**config.mk**
```make
export PLATFORM = sky130hd
export DESIGN_NAME = ark_round_controller
export DESIGN_NICKNAME = d
export VERILOG_FILES = /design/src/rtl/aes_ctrl_pkg.sv /design/src/rtl/ark_key_index_gen.sv /design/src/rtl/ark_round_controller.sv
export SDC_FILE = /design/constraint.sdc
export NUM_CORES = 1
export LEC_CHECK = 0
export BUFFER_PORTS_ARGS = -buffer_cell sky130_fd_sc_hd__buf_2
export CAP_MARGIN = 10
export CELL_PAD_IN_SITES_DETAIL_PLACEMENT = 0
export CELL_PAD_IN_SITES_GLOBAL_PLACEMENT = 1
export CORE_AREA = 2 2 410 412
export DETAILED_ROUTE_END_ITERATION = 10
export DIE_AREA = 0 0 412 414
export GPL_ROUTABILITY_DRIVEN = 0
export GPL_TIMING_DRIVEN = 0
export PLACE_DENSITY = 0.38
export SYNTH_ARGS = -nofsm -noshare
export SYNTH_HDL_FRONTEND = slang
export SYNTH_SLANG_ARGS = --single-unit
```
**constraint.sdc**
```tcl
create_clock -name clk -period 1.85 [get_ports clk]
set_input_delay 0.185 -clock clk [delete_from_list [all_inputs] [get_ports clk]]
set_output_delay 0.185 -clock clk [all_outputs]
set_load 0.03 [all_outputs]
```
**src/rtl/aes_ctrl_pkg.sv**
```systemverilog
// Shared types and constants for the AES round sequencing control path.
package aes_ctrl_pkg;

  localparam int unsigned BLOCK_W   = 128;
  localparam int unsigned NR_AES128 = 10;
  localparam int unsigned NR_AES192 = 12;
  localparam int unsigned NR_AES256 = 14;

  typedef logic [BLOCK_W-1:0] block_t;

  typedef enum logic [2:0] {
    IDLE,
    KEY_FETCH,
    ARK_ISSUE,
    ARK_WAIT,
    RF_ISSUE,
    RF_WAIT,
    FINISH
  } ctrl_state_e;

endpackage

```
**src/rtl/ark_key_index_gen.sv**
```systemverilog
// Round counter plus up/down round-key index; direction is captured on load
// and the index saturates at the final round so it never leaves 0..NR.
module ark_key_index_gen
  import aes_ctrl_pkg::*;
#(
  parameter int unsigned NR    = NR_AES128,
  parameter int unsigned IDX_W = 4
) (
  input  logic             clk,
  input  logic             rst,
  input  logic             load,
  input  logic             dir,
  input  logic             step,
  output logic [IDX_W-1:0] key_idx,
  output logic             last_round_c,
  output logic             final_rf_c
);

  logic [IDX_W-1:0] round;
  logic             dir_q;

  always_ff @(posedge clk) begin
    if (rst) begin
      round   <= '0;
      key_idx <= '0;
      dir_q   <= 1'b0;
    end else if (load) begin
      round   <= '0;
      key_idx <= dir ? IDX_W'(NR) : '0;
      dir_q   <= dir;
    end else if (step && !last_round_c) begin
      round   <= round + IDX_W'(1);
      key_idx <= dir_q ? key_idx - IDX_W'(1) : key_idx + IDX_W'(1);
    end
  end

  assign last_round_c = (round == IDX_W'(NR));
  assign final_rf_c   = (round == IDX_W'(NR - 1));

endmodule

```
**src/rtl/ark_round_controller.sv**
```systemverilog
// Sequences one block through AddRoundKey and the external round function
// for NR rounds, fetching each round key by index from the key store.
module ark_round_controller
  import aes_ctrl_pkg::*;
#(
  parameter int unsigned NR    = NR_AES128,
  parameter int unsigned IDX_W = 4
) (
  input  logic               clk,
  input  logic               rst,
  input  logic               start,
  input  logic               decrypt,
  input  logic [BLOCK_W-1:0] data_in,
  output logic [BLOCK_W-1:0] data_out,
  output logic               done,
  output logic               busy,
  output logic [IDX_W-1:0]   key_idx,
  input  logic [BLOCK_W-1:0] key_in,
  output logic [BLOCK_W-1:0] ark_key,
  output logic [BLOCK_W-1:0] ark_state,
  output logic               ark_enable,
  input  logic [BLOCK_W-1:0] ark_state_out,
  input  logic               ark_done,
  output logic               rf_start,
  output logic               rf_last,
  output logic [BLOCK_W-1:0] rf_state,
  input  logic [BLOCK_W-1:0] rf_state_out,
  input  logic               rf_done
);

  ctrl_state_e state, state_n;
  block_t      working, work_n;
  logic        load, step;
  logic        last_round_c, final_rf_c;
  logic        ark_sel;

  ark_key_index_gen #(
    .NR    (NR),
    .IDX_W (IDX_W)
  ) u_idx (
    .clk          (clk),
    .rst          (rst),
    .load         (load),
    .dir          (decrypt),
    .step         (step),
    .key_idx      (key_idx),
    .last_round_c (last_round_c),
    .final_rf_c   (final_rf_c)
  );

  // Next state and working-register update
  always_comb begin
    state_n = state;
    work_n  = working;
    load    = 1'b0;
    step    = 1'b0;
    case (state)
      IDLE: begin
        if (start) begin
          state_n = KEY_FETCH;
          work_n  = data_in;
          load    = 1'b1;
        end
      end
      KEY_FETCH: state_n = ARK_ISSUE;
      ARK_ISSUE: state_n = ARK_WAIT;
      ARK_WAIT: begin
        if (ark_done) begin
          work_n  = ark_state_out;
          state_n = last_round_c ? FINISH : RF_ISSUE;
        end
      end
      RF_ISSUE: state_n = RF_WAIT;
      RF_WAIT: begin
        if (rf_done) begin
          work_n  = rf_state_out;
          step    = 1'b1;
          state_n = KEY_FETCH;
        end
      end
      FINISH:  state_n = IDLE;
      default: state_n = IDLE;
    endcase
  end

  // State register and registered outputs, decoded from the next state
  always_ff @(posedge clk) begin
    if (rst) begin
      state      <= IDLE;
      working    <= '0;
      data_out   <= '0;
      done       <= 1'b0;
      busy       <= 1'b0;
      ark_state  <= '0;
      ark_enable <= 1'b0;
      ark_sel    <= 1'b0;
      rf_start   <= 1'b0;
      rf_last    <= 1'b0;
      rf_state   <= '0;
    end else begin
      state      <= state_n;
      working    <= work_n;
      busy       <= (state_n != IDLE) && (state_n != FINISH);
      done       <= (state == FINISH);
      ark_enable <= (state_n == ARK_ISSUE);
      ark_sel    <= (state_n == ARK_ISSUE) || (state_n == ARK_WAIT);
      rf_start   <= (state_n == RF_ISSUE);
      if (state == FINISH) begin
        data_out <= working;
      end
      if (state == KEY_FETCH) begin
        ark_state <= working;
      end
      if ((state == ARK_WAIT) && (state_n == RF_ISSUE)) begin
        rf_state <= work_n;
        rf_last  <= final_rf_c;
      end
    end
  end

  // key_in only becomes valid in ARK_ISSUE and the key store holds it while
  // key_idx is stable, so the key is passed through for the whole ARK window.
  assign ark_key = ark_sel ? key_in : '0;

endmodule

```
---- Word-level counts from Yosys, hierarchy flattened ----
Index checks and enable logic that the tools add are counted.
Widths: inputs -> output; s select.
word-level totals
  flip-flop bits (word level) ............. 530
  input port bits ......................... 518
  word-level logic and storage cells ...... 56
  output and inout port bits .............. 521
operators by class
  multiplexer cells ....................... 18
  $add $sub $neg .......................... 3
  eq/ne operators ......................... 12
  reductions and logical operators ........ 9
operators by type and width
  kind                 count
  $mux 128             4
  $pmux 128 s3         1
  $pmux 3 s6           1
  $mux 4               4
  $eq 3x2->1 const B   4
  $eq 3x3->1 const B   4
  $mux 3               3
  $add 4x1->4 const B  2
  $eq 4x4->1 const B   2
  $mux 1               4
  $sub 4x1->4 const B  1
  $eq 3x1->1 const B   1
  $logic_and 1x1->1    3
  $logic_not 3->1      1
  $ne 3x3->1 const B   1
  $reduce_bool 3->1    1
  $mux 2               1
  $reduce_bool 2->1    1
  $reduce_or 2->1      1
  $logic_not 1->1      1
  $logic_or 1x1->1     1

---- Depth between registers and ports, before layout ----
Gate-level depths: netlist (run 1).
  depth after elaboration ................. 6
  depth in mapped cells ................... 9
  depth with buffers taken out ............ 6

---- Modules after synthesis ----
Synthesis (run 1) repeated with hierarchy kept, for this count alone.
second synthesis, totals
  cells, all modules ...................... 2700
  area total of the unflattened synthesis .. 21448.1 µm²
by module, submodules not included
  module                sequential area each (µm²)  area an instance (µm²)  cells each  instances
  ark_round_controller  10430.0                     20915.1                 2643        1
  ark_key_index_gen     180.2                       533.0                   57          1

---- Least setup slack after synthesis (run 1) ----
Ideal clock, no wire load.
  path kind ............................... register to register
  start ................................... register u_idx.round[0]
  end ..................................... register rf_state[48]
  period minus slack after synthesis ...... 1.690 ns
  library setup time ...................... 0.139 ns
  stages on the path, launching flop included .. 9
  path slack .............................. 0.160 ns
  required time ........................... 1.711 ns
  path buffers ............................ 3
  data arrival time ....................... 1.552 ns
  path through ............................ dfxtp_1 inv_1 ha_1 nand3b_1 and3_1 buf_2 buf_2 clkbuf_1 a211oi_1
on the way
  longest elaborated chain between the ends .. 6
ends and longest elaborated chain
  element                   line                         text
  start: declaration        ark_key_index_gen.sv:19      logic [IDX_W-1:0] round;
  start signal: assignment  ark_key_index_gen.sv:32      round <= round + IDX_W'(1);
  $eq 4x4->1                ark_key_index_gen.sv:37      assign last_round_c = (round == IDX_W'(NR));
  $mux 2                    ark_round_controller.sv:70   state_n = last_round_c ? FINISH : RF_ISSUE;
  $mux 3                    ark_round_controller.sv:68   if (ark_done) begin
  $pmux 3 s6                ark_round_controller.sv:57   case (state)
  $eq 3x3->1                ark_round_controller.sv:114  if ((state == ARK_WAIT) && (state_n == RF_ISSUE)) begin
  $logic_and 1x1->1         ark_round_controller.sv:114
  end signal: assignment    ark_round_controller.sv:115  rf_state <= work_n;
  end: declaration          ark_round_controller.sv:26   output logic [BLOCK_W-1:0] rf_state,
Every way passes these cells.
A chain may end at the register's enable or synchronous reset.

---- Worst setup path in the final report (run 1) ----
  start ................................... register ark_sel
  end ..................................... output ark_key[24]
on the way
  longest elaborated chain between the ends .. 1
ends and longest elaborated chain
  element                   line                         text
  start: declaration        ark_round_controller.sv:35   logic ark_sel;
  start signal: assignment  ark_round_controller.sv:106  ark_sel <= (state_n == ARK_ISSUE) || (state_n == ARK_WAIT);
  $mux 128                  ark_round_controller.sv:123  assign ark_key = ark_sel ? key_in : '0;
  end: declaration          ark_round_controller.sv:19   output logic [BLOCK_W-1:0] ark_key,
Every way passes these cells.

==> summary.txt, run 1 <==
Outcome
  – Status: finished, violations left
  – Violated checks: setup timing

Global route
  – Vias in the first global route: 27400
  – Antenna violations before repair: 80
  – First-pass GRT wire length: 254000 um
  – Largest net degree at the start of global routing: 13
  – GRT Overall Usage: 21.9%
  – Total congestion overflow: 0

Clocking
  – Deepest clock path buffer count: 3
  – Sink Count: 530
  – Clk_lat worst skew: 690 ps
  – H-tree depth: 3
  – Root buf cell: clkbuf_16
  – CTS tree: built
  – Total CTS buffers: 77
  – Reg clk slew, reported paths: 60 ps

Synthesis
  – Simple-Gate Fraction of Synth Area: 17.1%
  – Synth Register Bits: 530
  – Cell count after synthesis: 2751
  – Post-synth EDFFs: 0
  – Synth Area in Adders: 0.358%
  – Compound-Gate Fraction of Synth Area: 21.3%
  – Average cell area after synthesis: 8.39 um2
  – Synth Cell Area: 23100 um2
  – Synth Flop Type: dfxtp_1
  – Distinct cells, synth: 52
  – Mux cell area share after synthesis: 9.98%
  – Net count after synthesis: 3275
  – Async SR Flop Fraction: 0%
  – Xor/xnor share of the synthesized area: 0.266%
  – Synthesis Warnings: 0
  – Combinational family with the most area after synthesis: compound AO/OA/AOI/OAI gates
  – Seq/Total Area, Yosys: 46.0%

STA
  – Fmax: 0.520 GHz
  – Fin worst setup slack: -71.7 ps
  – Worst Tran Pin Value: 1190 ps
  – Max-slew headroom: 20.9%
  – Fin crit share: 104%
  – Slew Viols, Final: 0
  – Hold WS: 20.2 ps
  – RSZ-0062 raised after global routing: true
  – Count of final setup violators: 100
  – Final hold violation count: 0
  – Clk_skew: 33.9 ps
  – Final Critical Period: 1920 ps

Power
  – Peak VDD IR: 0.000604 V
  – P_leak: 0.0170 uW
  – Pwr Total: 36100 uW
  – PD cells: 874 nW/um2

Route
  – Antenna-violating nets left: 0
  – Post-DR wirelength/cell: 30.0 um
  – Vias: 27134
  – Average vias per placed instance: 4.16
  – DRT Wirelength: 196000 um
  – Residual DRC: 0
  – Initial DRC count: 1197
  – Detailed Routing Iterations Pass 1: 5

Worst setup path
  – Worst setup EP type: primary output
  – WS Path Type: reg -> out
  – Crit path launch type: flip-flop
  – Worst EP required: 1660 ps
  – CP max FO: 10
  – Worst Path Arrival: 1740 ps
  – Cells on worst reg2reg path: 6

Cells and area
  – Commonest non-fill, non-tap cells in the layout: buf_2 (955), nand2_1 (642), dfxtp_1 (524)
  – Most common cell after layout, fill and taps aside: buf_2
  – Fin nets: 4743
  – Filler instances: 18368
  – Area Growth Syn to Fin: 79.1%
  – Layout cells sized above 1: 41.1%
  – Layout Utilization: 24.8%

Hold path
  – Tightest Hold Check Type: in -> reg
  – Hold depth: 5

Die
  – IO Pins: 1039
  – Die width: 412 um
  – Site Rows: 150
  – CORE AREA: 166000 um2
  – Initial Util: 13.9%
  – Die Ht: 414 um
  – Die area: 171000 um2

Placement
  – Buffers on Ports: 1036
  – Hpwl dp: 150000 um

Job
  – Max Cap Viol: 0
[critical path, stage by stage, from the launching register on]
cell and delay (ps):
dfxtp_4 390, clkbuf_16 170, clkbuf_8 160, and2_1 160, buf_6 170
[power by group]
part / switching, uW / internal, uW / total (uW) / leakage [uW]
Combinational: 4870 / 3240 / 8110 / 0.0115
Sequential: 700 / 11900 / 12600 / 0.00430
Clock: 6380 / 9040 / 15400 / 0.00125
Total: 12000 / 24100 / 36100 / 0.0170
[cell type report]
| class | count | area, um2 | share of cell area, % |
|---|---|---|---|
| well taps | 2204 | 2760 | 6.67 |
| flip-flops and latches | 530 | 10600 | 25.7 |
| clock buffers | 112 | 2200 | 5.32 |
| inverters | 6 | 22.5 | 0.0545 |
| clock inverters | 27 | 390 | 0.945 |
| diodes | 41 | 103 | 0.248 |
| plain buffers | 238 | 2170 | 5.25 |
| repair buffers | 1398 | 9990 | 24.2 |
| multi-input cells | 1968 | 13100 | 31.6 |
[repair_timing]
item	CTS	global route
setup endpoints to repair	653	473
setup buffers	34	7
hold buffers	298	1
resized for setup	741	291
pin swaps	29	84
hold endpoints to repair	259	7
cloned	16	8
[sequential cells by signal, indices dropped and copies added, names as in the netlist]
name and count:
done 1, ark_enable 1, rf_start 1, data_out 128, u_idx.dir_q 1, rf_last 1, u_idx.key_idx 4, u_idx.round 4
state 3, ark_state 128, ark_sel 1, busy 1, rf_state 128, working 128
[stage by stage]
| step | setup WS [ps] | setup TNS (ps) | cells | area [um2] |
|---|---|---|---|---|
| after global placement | -2350 | -674200 | 5991 | 31000 |
| final | -71.7 | -2400 | 6524 | 41300 |
| after CTS | -125 | -14850 | 6481 | 40000 |
| after floorplan | 160 | 0 | 2751 | 23100 |
| after global routing | -140 | -12710 | 6503 | 41300 |
| after detailed placement | -1590 | -484640 | 5994 | 31100 |
[synth_stat cells, types with 2 or more instances]
cell type    n  area share, %
and3_1       2          0.054
o22ai_2     10           0.54
nand2_1    643             10
xor2_1       2          0.076
clkbuf_1   112            1.8
a21oi_1    488             11
buf_2      112            2.4
or2_2        2          0.054
and2_1     130            3.5
a211oi_2    21            1.1
o21ai_0      2          0.043
a211oi_1   106            3.4
buf_6        4           0.20
o22ai_1     92            2.5
nor3b_1      2          0.065
inv_1        5          0.081
ha_1         5           0.27
a221oi_2    20            1.3
nor2b_1      2          0.054
a21o_1       2          0.065
mux2i_1    230             10
xnor2_1      5           0.19
buf_4        7           0.23
o21bai_1     2          0.065
buf_1       12           0.20
o2bb2ai_1   29            1.1
a221oi_1     7           0.27
nand3_1      4          0.087
nand3b_1     2          0.065
nor2_1     139            2.3
dfxtp_1    530             46
nand2b_1     2          0.054
[path summary, 6_finish.rpt]
kind / from / endpoint / slack, ps
max: ark_sel$_SDFF_PP0_ / ark_key[24] / -70
min: data_in[13] / working[13]$_SDFF_PP0_ / 20
max reg2reg: state[0]$_SDFF_PP0_ / rf_state[88]$_SDFFE_PP0P_ / -60
min reg2reg: data_out[94]$_SDFFE_PP0P_ / data_out[94]$_SDFFE_PP0P_ / 450
[metal layers]
metal | up-vias | track usage [%] | routed length [um]
li1 | 12588 | - | -
met1 | 13232 | 23.8 | 73000
met2 | 1004 | 40.2 | 100000
met3 | 288 | 5.47 | 13200
met4 | 22 | 9.02 | 9210
met5 | - | 0 | 136
[logic make-up (layout without fill, tap and decap cells)]
group	Yosys count	count (layout)
AO/OA/AOI/OAI	786	786
XOR/XNOR	7	7
adder cells (fa/ha/maj)	6	6
buffers and inverters	253	1781
flip-flops	530	530
multiplexers	230	230
other	0	41
AND/OR/NAND/NOR	939	939
Note: power is estimated with default switching activity, not from simulation.
==> run 2, diff against run 1 <==
REMOVE_ABC_BUFFERS = 1   (was not set)
SLEW_MARGIN = 30   (was not set)
==> run 2 against run 1 <==
Against the previous run:
- the flow still finishes with violations (setup timing)
- worst hold slack better by 43 ps
- fmax down 3.0%
- final area increased by 6.8%
- total power grew 2.7%
- routed wire length decreased by 7.9%
- combinational power grew 18%
- register-to-register slack worse by 70 ps
- worst setup slack got worse by 60 ps
- utilization rose by 1.7 points
==> summary.txt, run 2 (same netlist as run 1, synthesis figures left out) <==
Clocking
  – H-tree depth: 3
  – CTS tree: built
  – Reg clk slew, reported paths: 60 ps
  – Total CTS buffers: 77
  – Sink Count: 530
  – Deepest clock path buffer count: 3
  – Root buf cell: clkbuf_16
  – Clk_lat worst skew: 680 ps

STA
  – Final hold violation count: 0
  – Fin worst setup slack: -131 ps
  – Slew Viols, Final: 0
  – Fmax: 0.505 GHz
  – Worst Tran Pin Value: 691 ps
  – Final Critical Period: 1980 ps
  – Clk_skew: 28.1 ps
  – Max-slew headroom: 53.9%
  – Fin crit share: 107%
  – Count of final setup violators: 164
  – RSZ-0062 raised after global routing: true

Worst setup path
  – CP max stage cell: or3_4
  – Worst Path Arrival: 2550 ps
  – Crit path launch type: flip-flop
  – Most Frequent Cell on Critical Path: buf_6
  – Worst setup EP type: flip-flop
  – Critical Path, Cell by Cell: buf_6 > or3_4 > buf_12 > buf_16 > buf_6 > o22ai_4 > a21oi_2 > a211oi_2
  – CP max stage delay: 470 ps
  – Worst path buffer plus inverter count: 4
  – CP max FO: 8
  – Worst EP required: 2420 ps
  – WS Path Type: reg -> reg
  – Critical path's top delay family: buffers and inverters

Placement
  – Buffers on Ports: 1038
  – Placed insts: 5842
  – Hpwl dp: 116000 um
  – Pre-CTS worst setup slack: -1600 ps

Cells and area
  – Fin nets: 4774
  – Layout cells sized above 1: 44.5%
  – Sequential cell area: 10600 um2
  – Area Growth Syn to Fin: 91.2%
  – Most common cell after layout, fill and taps aside: buf_2
  – Layout Utilization: 26.5%
  – Commonest non-fill, non-tap cells in the layout: buf_2 (907), nand2_1 (639), dfxtp_1 (524)
  – Multi-input logic area: 13500 um2
  – Post-route insts no fill: 6540
  – Filler instances: 18105

Power
  – Peak VDD IR: 0.000694 V
  – PD cells: 840 nW/um2
  – Pwr Total: 37100 uW
  – P_leak: 0.0181 uW

Route
  – Residual DRC: 0
  – Vias: 27455
  – Detailed Routing Iterations Pass 1: 5
  – Average vias per placed instance: 4.20
  – Initial DRC count: 1322
  – Antenna-violating nets left: 0
  – Post-DR wirelength/cell: 27.6 um
  – DRT Wirelength: 180000 um

Die
  – Initial Util: 13.9%
  – Die width: 412 um
  – Site Rows: 150
  – IO Pins: 1039
  – CORE AREA: 166000 um2
  – Die Ht: 414 um
  – Die area: 171000 um2

Global route
  – Total congestion overflow: 0
  – GRT Overall Usage: 19.5%
  – Vias in the first global route: 27188
  – Largest net degree at the start of global routing: 87
  – Antenna violations before repair: 68
  – First-pass GRT wire length: 233000 um

Outcome
  – Violated checks: setup timing
  – Status: finished, violations left

Hold path
  – Tightest Hold Check Type: in -> reg

Job
  – Max Cap Viol: 0
## run 2: cell types whose count changed in the layout (fill, tap and decap cells not counted), moves of 17 or more
cell / before / now
buf_16: 16 / 76
and2_1: 88 / 4
o22ai_4: 26 / 45
buf_6: 118 / 160
nor2_1: 87 / 112
clkbuf_1: 74 / 20
buf_2: 955 / 907
o22ai_1: 49 / 15
clkbuf_4: 17 / 0
and2_4: 42 / 125
dlygate4sd3_1: 299 / 339
## run 2: tightest hold or removal path: stages
cell and delay (ps):
buf_2 70, mux2i_1 90, o22ai_4 150, a21oi_4 70, a21oi_1 110
## run 2: routing by layer
| metal | vias up | track usage (%) | share of wire (%) |
|---|---|---|---|
| li1 | 12657 | - | - |
| met5 | - | 0 | 0.037 |
| met3 | 277 | 4.29 | 5.2 |
| met4 | 10 | 7.99 | 4.4 |
| met2 | 873 | 35.1 | 51 |
| met1 | 13638 | 22.0 | 39 |
## run 2: path summary, 6_finish.rpt
path,from,to,slack [ps],depth (start not counted)
max,state[1]$_SDFF_PP0_,rf_state[32]$_SDFFE_PP0P_,-130,8
min,ark_state_out[2],working[2]$_SDFF_PP0_,60,5
max reg2reg,state[1]$_SDFF_PP0_,rf_state[32]$_SDFFE_PP0P_,-130,8
min reg2reg,ark_state[72]$_SDFFE_PP0P_,ark_state[72]$_SDFFE_PP0P_,450,2
## run 2: timing repair
action / in CTS / in global routing
setup endpoints to repair: 650 / 401
gates cloned: 45 / 31
endpoints found under the hold margin: 303 / 0
hold buffers: 340 / 0
buffers inserted: 105 / 38
pin swaps: 52 / 121
gates resized for setup: 405 / 580
## run 2: cell type report
cell class	instances	share of cell area (%)
tap	2204	6.25
antenna	33	0.187
inverter	6	0.0567
multi-input combinational	1971	30.7
clock inverter	14	0.380
timing repair buffer	1664	33.1
clock buffer	118	5.24
sequential	530	24.1
## run 2: through the flow
stage	cell area, um2	hold slack, ps	TNS, ps
global placement	29900	440	-6368870
finish	44100	63.7	-6200
detailed placement	31500	443	-358260
CTS	41100	1.00	-17240
global route	44100	69.7	-18760
floorplan	21900	250	-1778530
## run 2: power breakdown
part	switching, uW	total [uW]	internal, uW	leakage (uW)
sequential	599	12500	11900	0.00430
combinational	5170	9560	4390	0.0126
clock	6280	15000	8760	0.00122
